### src/rtl/lsu_req_seq.sv
// Load/store request sequencer: one op in flight, req/gnt/rvalid handshake, lane build and load alignment.
// Optional build macro LSU_MISALIGN_TRAP_EN: misaligned ops raise lsu_err instead of being truncated.
module lsu_req_seq #(
   parameter int ADDR_W  = 14,
   parameter int TIMEOUT = 16
) (
   input  logic              clk,
   input  logic              rst,
   input  logic              ex_valid,
   input  logic              mem_read,
   input  logic              mem_write,
   input  logic [2:0]        func3,
   input  logic [ADDR_W-1:0] mem_addr,
   input  logic [31:0]       store_data,
   input  logic [4:0]        rd_addr,
   output logic              stall,
   output logic              dmem_req,
   output logic              dmem_we,
   output logic [ADDR_W-3:0] dmem_addr,
   output logic [31:0]       dmem_wdata,
   output logic [3:0]        store_op,
   input  logic              dmem_gnt,
   input  logic              dmem_rvalid,
   input  logic [31:0]       dmem_rdata,
   output logic              wb_valid,
   output logic [4:0]        wb_rd,
   output logic [31:0]       wb_data,
   output logic              lsu_err
);

   localparam int TW = (TIMEOUT > 2) ? $clog2(TIMEOUT) : 1;
   localparam logic [TW-1:0] TMAX = TW'(TIMEOUT - 1);

   typedef enum logic [1:0] {IDLE, REQ, WAIT} state_t;

   state_t        state;
   logic [TW-1:0] timer;
   logic [2:0]    op_f3;
   logic [1:0]    op_off;
   logic [4:0]    op_rd;
   logic          start;
   logic          trap;

   // func3[1:0]: 00 byte, 01 half, anything else is a word access.
   function automatic logic [3:0] lanes(input logic [2:0] f, input logic [1:0] off);
      case (f[1:0])
         2'b00:   lanes = 4'b0001 << off;
         2'b01:   lanes = 4'b0011 << {off[1], 1'b0};
         default: lanes = 4'b1111;
      endcase
   endfunction

   function automatic logic [31:0] wdata(input logic [2:0] f, input logic [31:0] sd);
      case (f[1:0])
         2'b00:   wdata = {4{sd[7:0]}};
         2'b01:   wdata = {2{sd[15:0]}};
         default: wdata = sd;
      endcase
   endfunction

   function automatic logic [31:0] extract(input logic [2:0] f, input logic [1:0] off,
                                           input logic [31:0] rd);
      logic [31:0] sb;
      logic [31:0] sh;
      sb = rd >> {off, 3'b000};
      sh = rd >> {off[1], 4'b0000};
      case (f[1:0])
         2'b00:   extract = f[2] ? {24'b0, sb[7:0]}  : {{24{sb[7]}}, sb[7:0]};
         2'b01:   extract = f[2] ? {16'b0, sh[15:0]} : {{16{sh[15]}}, sh[15:0]};
         default: extract = rd;
      endcase
   endfunction

`ifdef LSU_MISALIGN_TRAP_EN
   function automatic logic misaligned(input logic [2:0] f, input logic [1:0] off);
      case (f[1:0])
         2'b00:   misaligned = 1'b0;
         2'b01:   misaligned = off[0];
         default: misaligned = (off != 2'b00);
      endcase
   endfunction

   assign trap = misaligned(func3, mem_addr[1:0]);
`else
   assign trap = 1'b0;
`endif

   assign start = ex_valid & (mem_read | mem_write);
   // Combinational so the execute stage holds from the very cycle the op is presented.
   assign stall = (state != IDLE) | start;

   always_ff @(posedge clk) begin
      if (rst) begin
         state      <= IDLE;
         timer      <= '0;
         op_f3      <= '0;
         op_off     <= '0;
         op_rd      <= '0;
         dmem_req   <= 1'b0;
         dmem_we    <= 1'b0;
         dmem_addr  <= '0;
         dmem_wdata <= '0;
         store_op   <= '0;
         wb_valid   <= 1'b0;
         wb_rd      <= '0;
         wb_data    <= '0;
         lsu_err    <= 1'b0;
      end else begin
         wb_valid <= 1'b0;
         lsu_err  <= 1'b0;
         case (state)
            IDLE: begin
               if (start) begin
                  op_f3  <= func3;
                  op_off <= mem_addr[1:0];
                  op_rd  <= rd_addr;
                  timer  <= '0;
                  if (trap) begin
                     lsu_err <= 1'b1;
                  end else begin
                     state      <= REQ;
                     dmem_req   <= 1'b1;
                     // A simultaneous read+write request is handled as a load.
                     dmem_we    <= mem_write & ~mem_read;
                     dmem_addr  <= mem_addr[ADDR_W-1:2];
                     dmem_wdata <= wdata(func3, store_data);
                     store_op   <= (mem_write & ~mem_read) ? lanes(func3, mem_addr[1:0]) : 4'b0000;
                  end
               end
            end
            REQ: begin
               if (dmem_gnt) begin
                  dmem_req <= 1'b0;
                  store_op <= 4'b0000;
                  timer    <= '0;
                  if (dmem_we) begin
                     dmem_we <= 1'b0;
                     state   <= IDLE;
                  end else begin
                     state <= WAIT;
                  end
               end else if (timer == TMAX) begin
                  dmem_req <= 1'b0;
                  dmem_we  <= 1'b0;
                  store_op <= 4'b0000;
                  lsu_err  <= 1'b1;
                  state    <= IDLE;
               end else begin
                  timer <= timer + 1'b1;
               end
            end
            WAIT: begin
               if (dmem_rvalid) begin
                  wb_valid <= 1'b1;
                  wb_rd    <= op_rd;
                  wb_data  <= extract(op_f3, op_off, dmem_rdata);
                  state    <= IDLE;
               end else if (timer == TMAX) begin
                  lsu_err <= 1'b1;
                  state   <= IDLE;
               end else begin
                  timer <= timer + 1'b1;
               end
            end
            default: state <= IDLE;
         endcase
      end
   end

endmodule

### config.mk
export PLATFORM = sky130hd
export DESIGN_NAME = lsu_req_seq
export DESIGN_NICKNAME = d
export VERILOG_FILES = /design/src/rtl/lsu_req_seq.sv
export SDC_FILE = /design/constraint.sdc
export NUM_CORES = 1
export LEC_CHECK = 0
export ABC_AREA = 1
export BUFFER_PORTS_ARGS = -buffer_cell sky130_fd_sc_hd__buf_2
export CAP_MARGIN = 25
export CORE_UTILIZATION = 44
export DETAILED_ROUTE_END_ITERATION = 10
export GPL_TIMING_DRIVEN = 0
export PLACE_DENSITY = 0.76
export SYNTH_ARGS = -nofsm -noshare
export SYNTH_HDL_FRONTEND = slang
export SYNTH_SLANG_ARGS = --single-unit
### constraint.sdc
create_clock -name clk -period 1.7 [get_ports clk]
set_clock_uncertainty 0.15 [all_clocks]
set_input_delay 0.51 -clock clk [delete_from_list [all_inputs] [get_ports clk]]
set_output_delay 0.51 -clock clk [all_outputs]
set_load 0.1 [all_outputs]
* Yosys cells after proc, flatten, opt, wreduce, memory -nomap -nowiden
Index checks and enable logic that the tools add are counted.
** Cells by class
- Add/sub/neg operators :: 1
- Equal/unequal tests :: 8
- Shift operators :: 4
- Muxes and demuxes :: 32
- Bitwise gates (word level) :: 6
- Reduce and logical (&&, ||, !) cells :: 11
** Operator list (number)
- one-hot mux 32 bit (2 select lines) :: 2
- two-way mux 32 bit :: 2
- two-way mux 4 bit :: 8
- >> shifter 32 x 5 -> 16 bit :: 1
- >> shifter 32 x 5 -> 8 bit :: 1
- one-hot mux 4 bit (2 select lines) :: 2
- one-hot mux 4 bit (3 select lines) :: 1
- two-way mux 2 bit :: 5
- two-way mux 1 bit :: 8
- == test 2 x 1 -> 1 bit, second input constant :: 3
- zero test 2 bit :: 3
- one-hot mux 1 bit (2 select lines) :: 3
- one-hot mux 2 bit (3 select lines) :: 1
- AND reduction 3 bit :: 2
- adder 4 x 1 -> 4 bit, second input constant :: 1
- == test 4 bit, second input constant :: 1
- inequality test 2 bit, second input constant :: 2
- AND reduction 2 bit :: 2
- nonzero test 2 bit :: 2
- << shifter 1 x 2 -> 4 bit, first input constant :: 1
- << shifter 2 x 2 -> 4 bit, first input constant :: 1
- inequality test 3 bit, second input constant :: 1
- nonzero test 3 bit :: 1
- bitwise AND 1 bit :: 2
- 4 further kinds :: 6
** Storage, ports and cells
- Register bits :: 105
- Input port bits :: 93
- Output and inout port bits :: 90
- Logic and storage cells :: 76

* Depth between registers and ports, before layout
Gate-level depths: netlist of run 1.
- Depth in word-level cells :: 5
- Gate-level depth with buffers :: 10

* Worst setup path after synthesis of run 1
Ideal clock, no wire load.
- Path kind :: input -> register
- Start point :: input mem_write
- End point :: register timer[3]
- Setup time :: 132 ps
- Data arrival time :: 1991 ps
- Setup slack :: -573 ps
- Stages on the path :: 9
- Cells stage by stage :: inv_1 nand2_1 nand2_1 nand2_1 inv_1 nor2_1 inv_1 nand2_1 a21oi_1
** Between the ends
- Longest elaborated chain between the ends :: 4
** Ends and longest elaborated chain
- from (decl) :: line 11 : input logic mem_write,
- OR 1 bit :: line 88 : assign start = ex_valid & (mem_read | mem_write);
- bitwise AND 1 bit :: line 88
- inequality test 2 bit (no line)
- AND reduction 3 bit (no line)
- to (signal assigned) :: line 149 : timer <= timer + 1'b1;
- to (signal assigned) :: line 162 : timer <= timer + 1'b1;
- to (decl) :: line 37 : logic [TW-1:0] timer;
No other way between the ends.
A chain may end at the register's enable or synchronous reset.

* Worst setup path in the final report of run 1
- Start point :: register state[1]
- End point :: output stall
** Between the ends
- Longest elaborated chain between the ends :: 2
** Ends and longest elaborated chain
- from (decl) :: line 36 : state_t state;
- from (signal assigned) :: line 94 : state <= IDLE;
- from (signal assigned) :: line 121 : state <= REQ;
- from (signal assigned) :: line 138 : state <= IDLE;
- nonzero test 2 bit :: line 90 : assign stall = (state != IDLE) | start;
- OR 1 bit :: line 90
- to (decl) :: line 16 : output logic stall,
No other way between the ends.

==> flow_summary_export.csv, run 1 <==
group,metric,value,unit
finish,fillers,938,
finish,diodes,0,
floorplanning,ioPinCount,183,
sta,rsz0062_at_grt,"yes",
place,io_buffers,180,
worst_hold_path,hold_path_class,"in -> reg",
drt,dr.pass1.iters,5,
sta,finalHoldViolations,0,
finish,drive_gt1_share,30.9,%
cts,clkTransAtPathRegs,0.11,ns
floorplanning,dieHeight,106,um
finish,finish.utilization,64.9,%
status,violations,"negative setup slack",
worst_setup_path,critPathTopFamily,"flip-flops",
cts,cts.sinks,105,
sta,finalMaxSlewViolations,0,
cts,clock-root-buffer,"clkbuf_8",
place,place.gp.congestion,0.915,
floorplanning,die-area,11200,um^2
synth,netlist_area,4730,um^2
synth,avgSynthCellArea,7.07,um^2
global_routing,grt_overflow,0,
cts,ctsHoldBuffers,0,
worst_setup_path,cp-end-kind,"output port",
synth,synth-seq-area-share,44.4,%
sta,fmax,536,MHz
worst_setup_path,start_kind,"register",
global_routing,grt_pass1_vias,4808,
worst_setup_path,critPathSlowestCell,"dfxtp_4",
sta,finalWorstSetupSlack,-0.167,ns
place,dp_cells,985,
sta,setup-violations-final,2,
sta,fin_crit_sh,110,%
floorplanning,start_util,45.6,%
sta,fin_crit,1.87,ns
drt,num_vias,5183,
finish,nets,966,
worst_setup_path,cp_max_fo,3,
synth,syn-instance-count,669,
synth,post-synth-top-area-cell,"dfxtp_1",
cts,clock_latency,0.37,ns
worst_setup_path,crit_path_cell_trace,"inv_4, ha_4, nand2_8, buf_12",
drt,drtAntennaViolNets,0,
worst_setup_path,worst_path_largest_cell_delay,0.38,ns
status,status,"complete, but fails checks",
power_and_ir_drop,p_per_area,1100,nW/um^2
sta,relSlewSlack,55.6,%
cts,numCtsBuffers,9,
sta,worstMarginPinSlew,0.666,ns
drt,drt_first_iter_violations,332,
floorplanning,core.rowCount,37,
drt,drt_wl_total,15.4,mm
floorplanning,core-area,10400,um^2
synth,synth_top_area_share,44.4,%
run,cap_violations,0,
worst_setup_path,cp_data_required_time,1.04,ns
cts,clock_path_buffers,2,
power_and_ir_drop,peakVddDrop,0.739,mV
synth,ys_seq_elements,105,
synth,synth.distinct_cells,28,
synth,postSynthNetCount,767,
global_routing,grt_pass1_wl,23.4,mm
cts,h-tree-depth,3,
finish,layout.area.seq,2110,um^2
drt,avgViaCountPerCell,5.14,
finish,multi_input_area,2290,um^2
finish,area_delta_synth_final,42.2,%
power_and_ir_drop,power.leakage,3.23,nW
global_routing,antenna_found_initial,0,
synth,synth_area_leaders,"dfxtp_1, nand2_1, o21ai_0, a21oi_1, nor2_1",
finish,fin_cells,1009,
synth,synth_warnings,0,
worst_setup_path,path_class,"reg -> out",
global_routing,grt_usage,26.6,%
drt,wl_per_cell,15.2,um
floorplanning,fp.dieW,106,um
drt,drcViolationCount,0,
worst_setup_path,crit_arrival,1.21,ns
worst_setup_path,crit_buf_inv,2,
place,hpwlAfterDp,10.9,mm
cts,cts_tree,"built",
global_routing,grt_max_degree,20,
## where the power goes
part / internal [mW] / switching (mW)
clock network: 0.710 / 0.925
registers: 2.67 / 0.140
logic: 0.793 / 2.13
## through the flow
step	worst slack (ns)	power [mW]	setup TNS [ns]	cell area (um^2)	hold slack [ns]
floorplan	-0.00599	4.84	-0.00599	4750	0.280
global placement	-0.394	5.36	-30.25	5820	0.296
detailed placement	-0.438	5.38	-32.38	5820	0.307
CTS	-0.168	7.17	-0.169	6390	0.192
global route	-0.197	7.65	-0.267	6730	0.198
finish	-0.167	7.37	-0.200	6730	0.201
## layout by cell type, fill, tap and decap left out, types with 9 or more instances in the layout
| master | synthesis | final |
|---|---|---|
| nand2_1 | 142 | 140 |
| clkbuf_8 | 0 | 9 |
| buf_6 | 3 | 74 |
| dfxtp_1 | 105 | 102 |
| clkbuf_1 | 27 | 12 |
| o21ai_0 | 93 | 85 |
| a21oi_1 | 83 | 82 |
| buf_2 | 9 | 99 |
| a21oi_2 | 10 | 11 |
| nand4_1 | 10 | 10 |
| inv_1 | 51 | 48 |
| nor2_1 | 82 | 78 |
| nand3_1 | 16 | 15 |
| buf_4 | 0 | 32 |
## worst reg2reg max path: stages (launching register included)
cell and delay, ns:
dfxtp_4 0.37, inv_4 0.06, ha_4 0.17, inv_1 0.10
nor2_4 0.15, buf_12 0.14, inv_2 0.06, buf_4 0.17
nor2_1 0.13, nor2_1 0.06
## worst paths after layout
check / from / end / slack [ns] / cells after the start
max: state[1]$_SDFFE_PP0P_ / stall / -0.17 / 4
min: rd_addr[1] / op_rd[1]$_SDFFE_PP0P_ / 0.20 / 3
max reg2reg: state[0]$_SDFFE_PP0P_ / dmem_addr[9]$_SDFFE_PP0P_ / 0.06 / 9
min reg2reg: op_rd[4]$_SDFFE_PP0P_ / wb_rd[4]$_SDFFE_PP0P_ / 0.32 / 2
## logic make-up (layout without fill, tap and decap cells)
kind of cell,Yosys count,count (layout),synth area share [%]
AOI/OAI and AO/OA,204,204,23.3
adders and majority gates,5,5,1.32
buffers and inverters,96,300,8.44
DFF,105,105,44.4
and+or+nand+nor,259,259,22.5
## final cells by class
type / count / area share, %
clock inverters: 7 / 1.28
well taps: 136 / 2.53
flip-flops and latches: 105 / 31.4
clock buffers: 9 / 1.84
plain buffers: 41 / 3.91
inverters: 55 / 3.26
multi-input cells: 468 / 34.0
repair buffers: 188 / 21.8
## Yosys cell counts
master,count
nand2_1,142
clkinv_1,1
nand3_1,16
clkbuf_1,27
a21oi_4,1
inv_1,51
nand4_1,10
nor2_8,1
o211ai_1,8
a21oi_1,83
buf_1,2
or2_2,1
o21ai_0,93
nor3_1,1
buf_6,3
inv_4,2
ha_1,5
a21oi_2,10
dfxtp_1,105
inv_2,1
nand2_4,1
buf_2,9
nor2_1,82
a31oi_1,8
a41oi_1,1
nor2_2,1
nor2_4,1
nand2_2,3
## routing by layer
metal | global-route usage (%) | vias up | wire, um
met5 | 0 | - | 0
met4 | 10.8 | 0 | 355
met3 | 5.69 | 28 | 1190
met2 | 44.1 | 234 | 7460
met1 | 33.5 | 2324 | 6370
li1 | - | 2597 | -
## what timing repair did
item                       CTS  global route
setup endpoints to repair  192           164
setup buffers                5             1
pin swaps                    2             1
cloned                       0             2
gates resized for setup    132           116
## flip-flops by register name (all words and copies together), names as in the netlist, 2 cells and up
name / flops
dmem_addr: 12
op_rd: 5
op_off: 2
timer: 4
store_op: 4
state: 2
wb_rd: 5
wb_data: 32
op_f3: 3
dmem_wdata: 32
Note: power is estimated with default switching activity, not from simulation.
==> inputs of run 2 (changes only) <==
--- a/config.mk
+++ b/config.mk
@@ -8,10 +8,10 @@
 export ABC_AREA = 1
 export BUFFER_PORTS_ARGS = -buffer_cell sky130_fd_sc_hd__buf_2
 export CAP_MARGIN = 25
-export CORE_UTILIZATION = 44
+export CORE_UTILIZATION = 49
 export DETAILED_ROUTE_END_ITERATION = 10
 export GPL_TIMING_DRIVEN = 0
-export PLACE_DENSITY = 0.76
+export PLACE_DENSITY = 0.8
 export SYNTH_ARGS = -nofsm -noshare
 export SYNTH_HDL_FRONTEND = slang
 export SYNTH_SLANG_ARGS = --single-unit
==> constraint.sdc (replaced) <==
create_clock -name clk -period 1.8 [get_ports clk]
set_clock_uncertainty 0.15 [all_clocks]
set_input_delay 0.54 -clock clk [delete_from_list [all_inputs] [get_ports clk]]
set_output_delay 0.54 -clock clk [all_outputs]
set_load 0.1 [all_outputs]
==> run 2 against run 1 <==
  * The flow still finishes with violations (negative setup slack)
  * Count of clock-buffer cells in the layout unchanged
  * Die area is 10% lower
  * Core utilization is 3.9 points higher
  * Via count is 2.9% higher
  * Power is 5.1% lower
  * First-iteration DRC count down 3.3%
  * Clock power grew 7%
  * Cell area fell by 5.0%
  * Sequential cell count unchanged
  * Register-to-register slack gained 0.03 ns
  * Routed wire length fell by 2.1%
  * Critical endpoint unchanged
  * Largest power group is now sequential cells
  * Highest routed layer unchanged
==> flow_summary_export.csv, run 2 (synthesized netlist as in run 1, its figures left out) <==
group,metric,value,unit
drt,wl_per_cell,15.1,um
worst_setup_path,path_class,"reg -> out",
drt,dr_wl_met3,1.21,mm
sta,fin_crit,1.89,ns
worst_hold_path,hold_depth,3,
power_and_ir_drop,intPower,3.97,mW
drt,avgViaCountPerCell,5.34,
worst_setup_path,rrSetupSlack,0.09,ns
worst_setup_path,r2r_cells,7,
cts,cts.sinks,105,
worst_setup_path,cp_data_required_time,1.11,ns
power_and_ir_drop,clkPwrFrac,25.1,%
global_routing,grt_pass1_vias,4968,
floorplanning,ioPinCount,183,
worst_setup_path,worst_path_largest_cell_delay,0.36,ns
power_and_ir_drop,switchingPower,3.02,mW
worst_hold_path,hold_end,"dmem_addr[6]$_SDFFE_PP0P_",
finish,nets,964,
worst_setup_path,cp_max_fo,3,
cts,h-tree-depth,3,
sta,finalMaxSlewViolations,0,
sta,relSlewSlack,57.1,%
worst_setup_path,critPathTopFamily,"flip-flops",
cts,numCtsBuffers,9,
run,cap_violations,0,
sta,finalWorstSetupSlack,-0.0911,ns
power_and_ir_drop,p_per_area,1090,nW/um^2
place,io_buffers,180,
sta,fin_crit_sh,105,%
cts,cts_tree,"built",
sta,worstMarginPinSlew,0.643,ns
worst_hold_path,hold_path_class,"in -> reg",
drt,num_vias,5335,
power_and_ir_drop,p_seq_share,37.7,%
worst_hold_path,hold_path_startpoint,"mem_addr[8]",
worst_setup_path,crit_buf_inv,2,
worst_setup_path,start_kind,"register",
sta,rsz0062_at_grt,"yes",
sta,fmax,529,MHz
finish,fillers,814,
global_routing,grt_overflow,0,
global_routing,grt_usage,30.0,%
power_and_ir_drop,p_total,6.99,mW
finish,final_common_cell,"nand2_1",
floorplanning,start_util,50.9,%
finish,diodes,0,
worst_setup_path,r2r_start,"state[1]$_SDFFE_PP0P_",
floorplanning,dieHeight,100,um
global_routing,grt_max_degree,21,
power_and_ir_drop,power.leakage,3.15,nW
drt,highest_layer,"met4",
cts,clock-root-buffer,"clkbuf_8",
worst_setup_path,crit_path_cell_trace,"inv_2, ha_4, nand2_4, buf_12",
drt,dr.pass1.iters,5,
worst_setup_path,cp-end-kind,"output port",
cts,clock_latency,0.38,ns
drt,drtAntennaViolNets,0,
drt,drcViolationCount,0,
cts,clock_path_buffers,2,
worst_setup_path,r2r_end,"wb_data[7]$_SDFFE_PP0P_",
status,violations,"negative setup slack",
status,status,"complete, but fails checks",
sta,finalHoldViolations,0,
finish,final_cell_mix,"nand2_1, dfxtp_1, buf_2",
floorplanning,core.rowCount,35,
power_and_ir_drop,switching_share,43.2,%
finish,area_delta_synth_final,35.1,%
sta,timing.hold.ws,0.226,ns
drt,drt_first_iter_violations,321,
floorplanning,die-area,10000,um^2
sta,setup-violations-final,1,
place,place.gp.congestion,0.893,
drt,wl_met2,7.19,mm
drt,wl_met1,6.20,mm
cts,clkTransAtPathRegs,0.11,ns
worst_setup_path,crit_arrival,1.20,ns
power_and_ir_drop,combPwrFrac,37.3,%
global_routing,grt_pass1_wl,23.7,mm
floorplanning,core-area,9280,um^2
floorplanning,fp.dieW,100,um
finish,drive_gt1_share,29.7,%
power_and_ir_drop,peakVddDrop,0.979,mV
global_routing,antenna_found_initial,0,
place,hpwlAfterDp,11.2,mm
finish,largestRegisters,"dmem_wdata: 32 flops, wb_data: 32 flops, dmem_addr: 12 flops",
worst_setup_path,critPathSlowestCell,"dfxtp_2",
drt,drt_wl_total,15.1,mm
[run 2: layout make-up]
type,count,area (um^2),share of cell area [%]
clock buffers,9,124,1.94
clock inverters,7,121,1.90
inverters,55,216,3.39
multi-input cells,468,2260,35.4
flip-flops and latches,105,2110,33.0
plain buffers,41,213,3.33
repair buffers,186,1190,18.6
well taps,129,161,2.53
[run 2: routing by layer]
layer / GRT usage [%] / vias to the layer above
met1: 37.2 / 2465
met4: 11.1 / 0
met5: 0 / -
met2: 50.0 / 244
met3: 7.80 / 36
li1: - / 2590
[run 2: timing repair]
| item | in CTS | in global routing |
|---|---|---|
| setup buffers | 4 | 2 |
| hold buffers | 0 | 0 |
| endpoints found under the setup margin | 179 | 93 |
| pin swaps | 0 | 1 |
| resized for setup | 107 | 34 |
[run 2: how the worst max path moves through the flow]
stage	from	endpoint	slack [ns]	depth (start not counted)
2_1_floorplan	mem_write	timer[3]$_SDFFE_PP0P_	0.006	9
3_5_place_dp	state[0]$_SDFFE_PP0P_	wb_data[7]$_SDFFE_PP0P_	-0.34	7
6_report	state[1]$_SDFFE_PP0P_	stall	-0.09	4
3_3_place_gp	mem_write	op_f3[0]$_SDFFE_PP0P_	-0.24	9
4_1_cts	state[1]$_SDFFE_PP0P_	stall	-0.09	4
5_1_grt	state[1]$_SDFFE_PP0P_	stall	-0.14	4
[run 2: through the flow]
| stage | instances | setup WS [ns] | TNS (ns) | utilization [%] | cell area (um^2) |
|---|---|---|---|---|---|
| 4_1_cts | 998 | -0.0881 | -0.0881 | 68.3 | 6340 |
| 5_1_grt | 1000 | -0.135 | -0.135 | 68.8 | 6390 |
| 3_5_place_dp | 978 | -0.343 | -21.86 | 62.5 | 5800 |
| 6_report | 1000 | -0.0911 | -0.0911 | 68.8 | 6390 |
| 3_3_place_gp | 978 | -0.242 | -15.53 | 62.5 | 5800 |
| 2_1_floorplan | 669 | 0.00629 | 0 | - | 4740 |
[run 2: power groups by stage]
stage                     Combinational (mW)  Sequential, mW  Clock, mW
after floorplan                        0.753            3.81          0
after global placement                  2.37            2.67          0
after detailed placement                2.40            2.67          0
after CTS                               2.55            2.63       1.77
after global routing                    2.75            2.66       1.86
final                                   2.61            2.64       1.75
[run 2: worst min-delay path: cells and delay by family]
family                 cells  cell delay [ns]
AND/OR/NAND/NOR            2             0.11
buffers and inverters      1             0.08
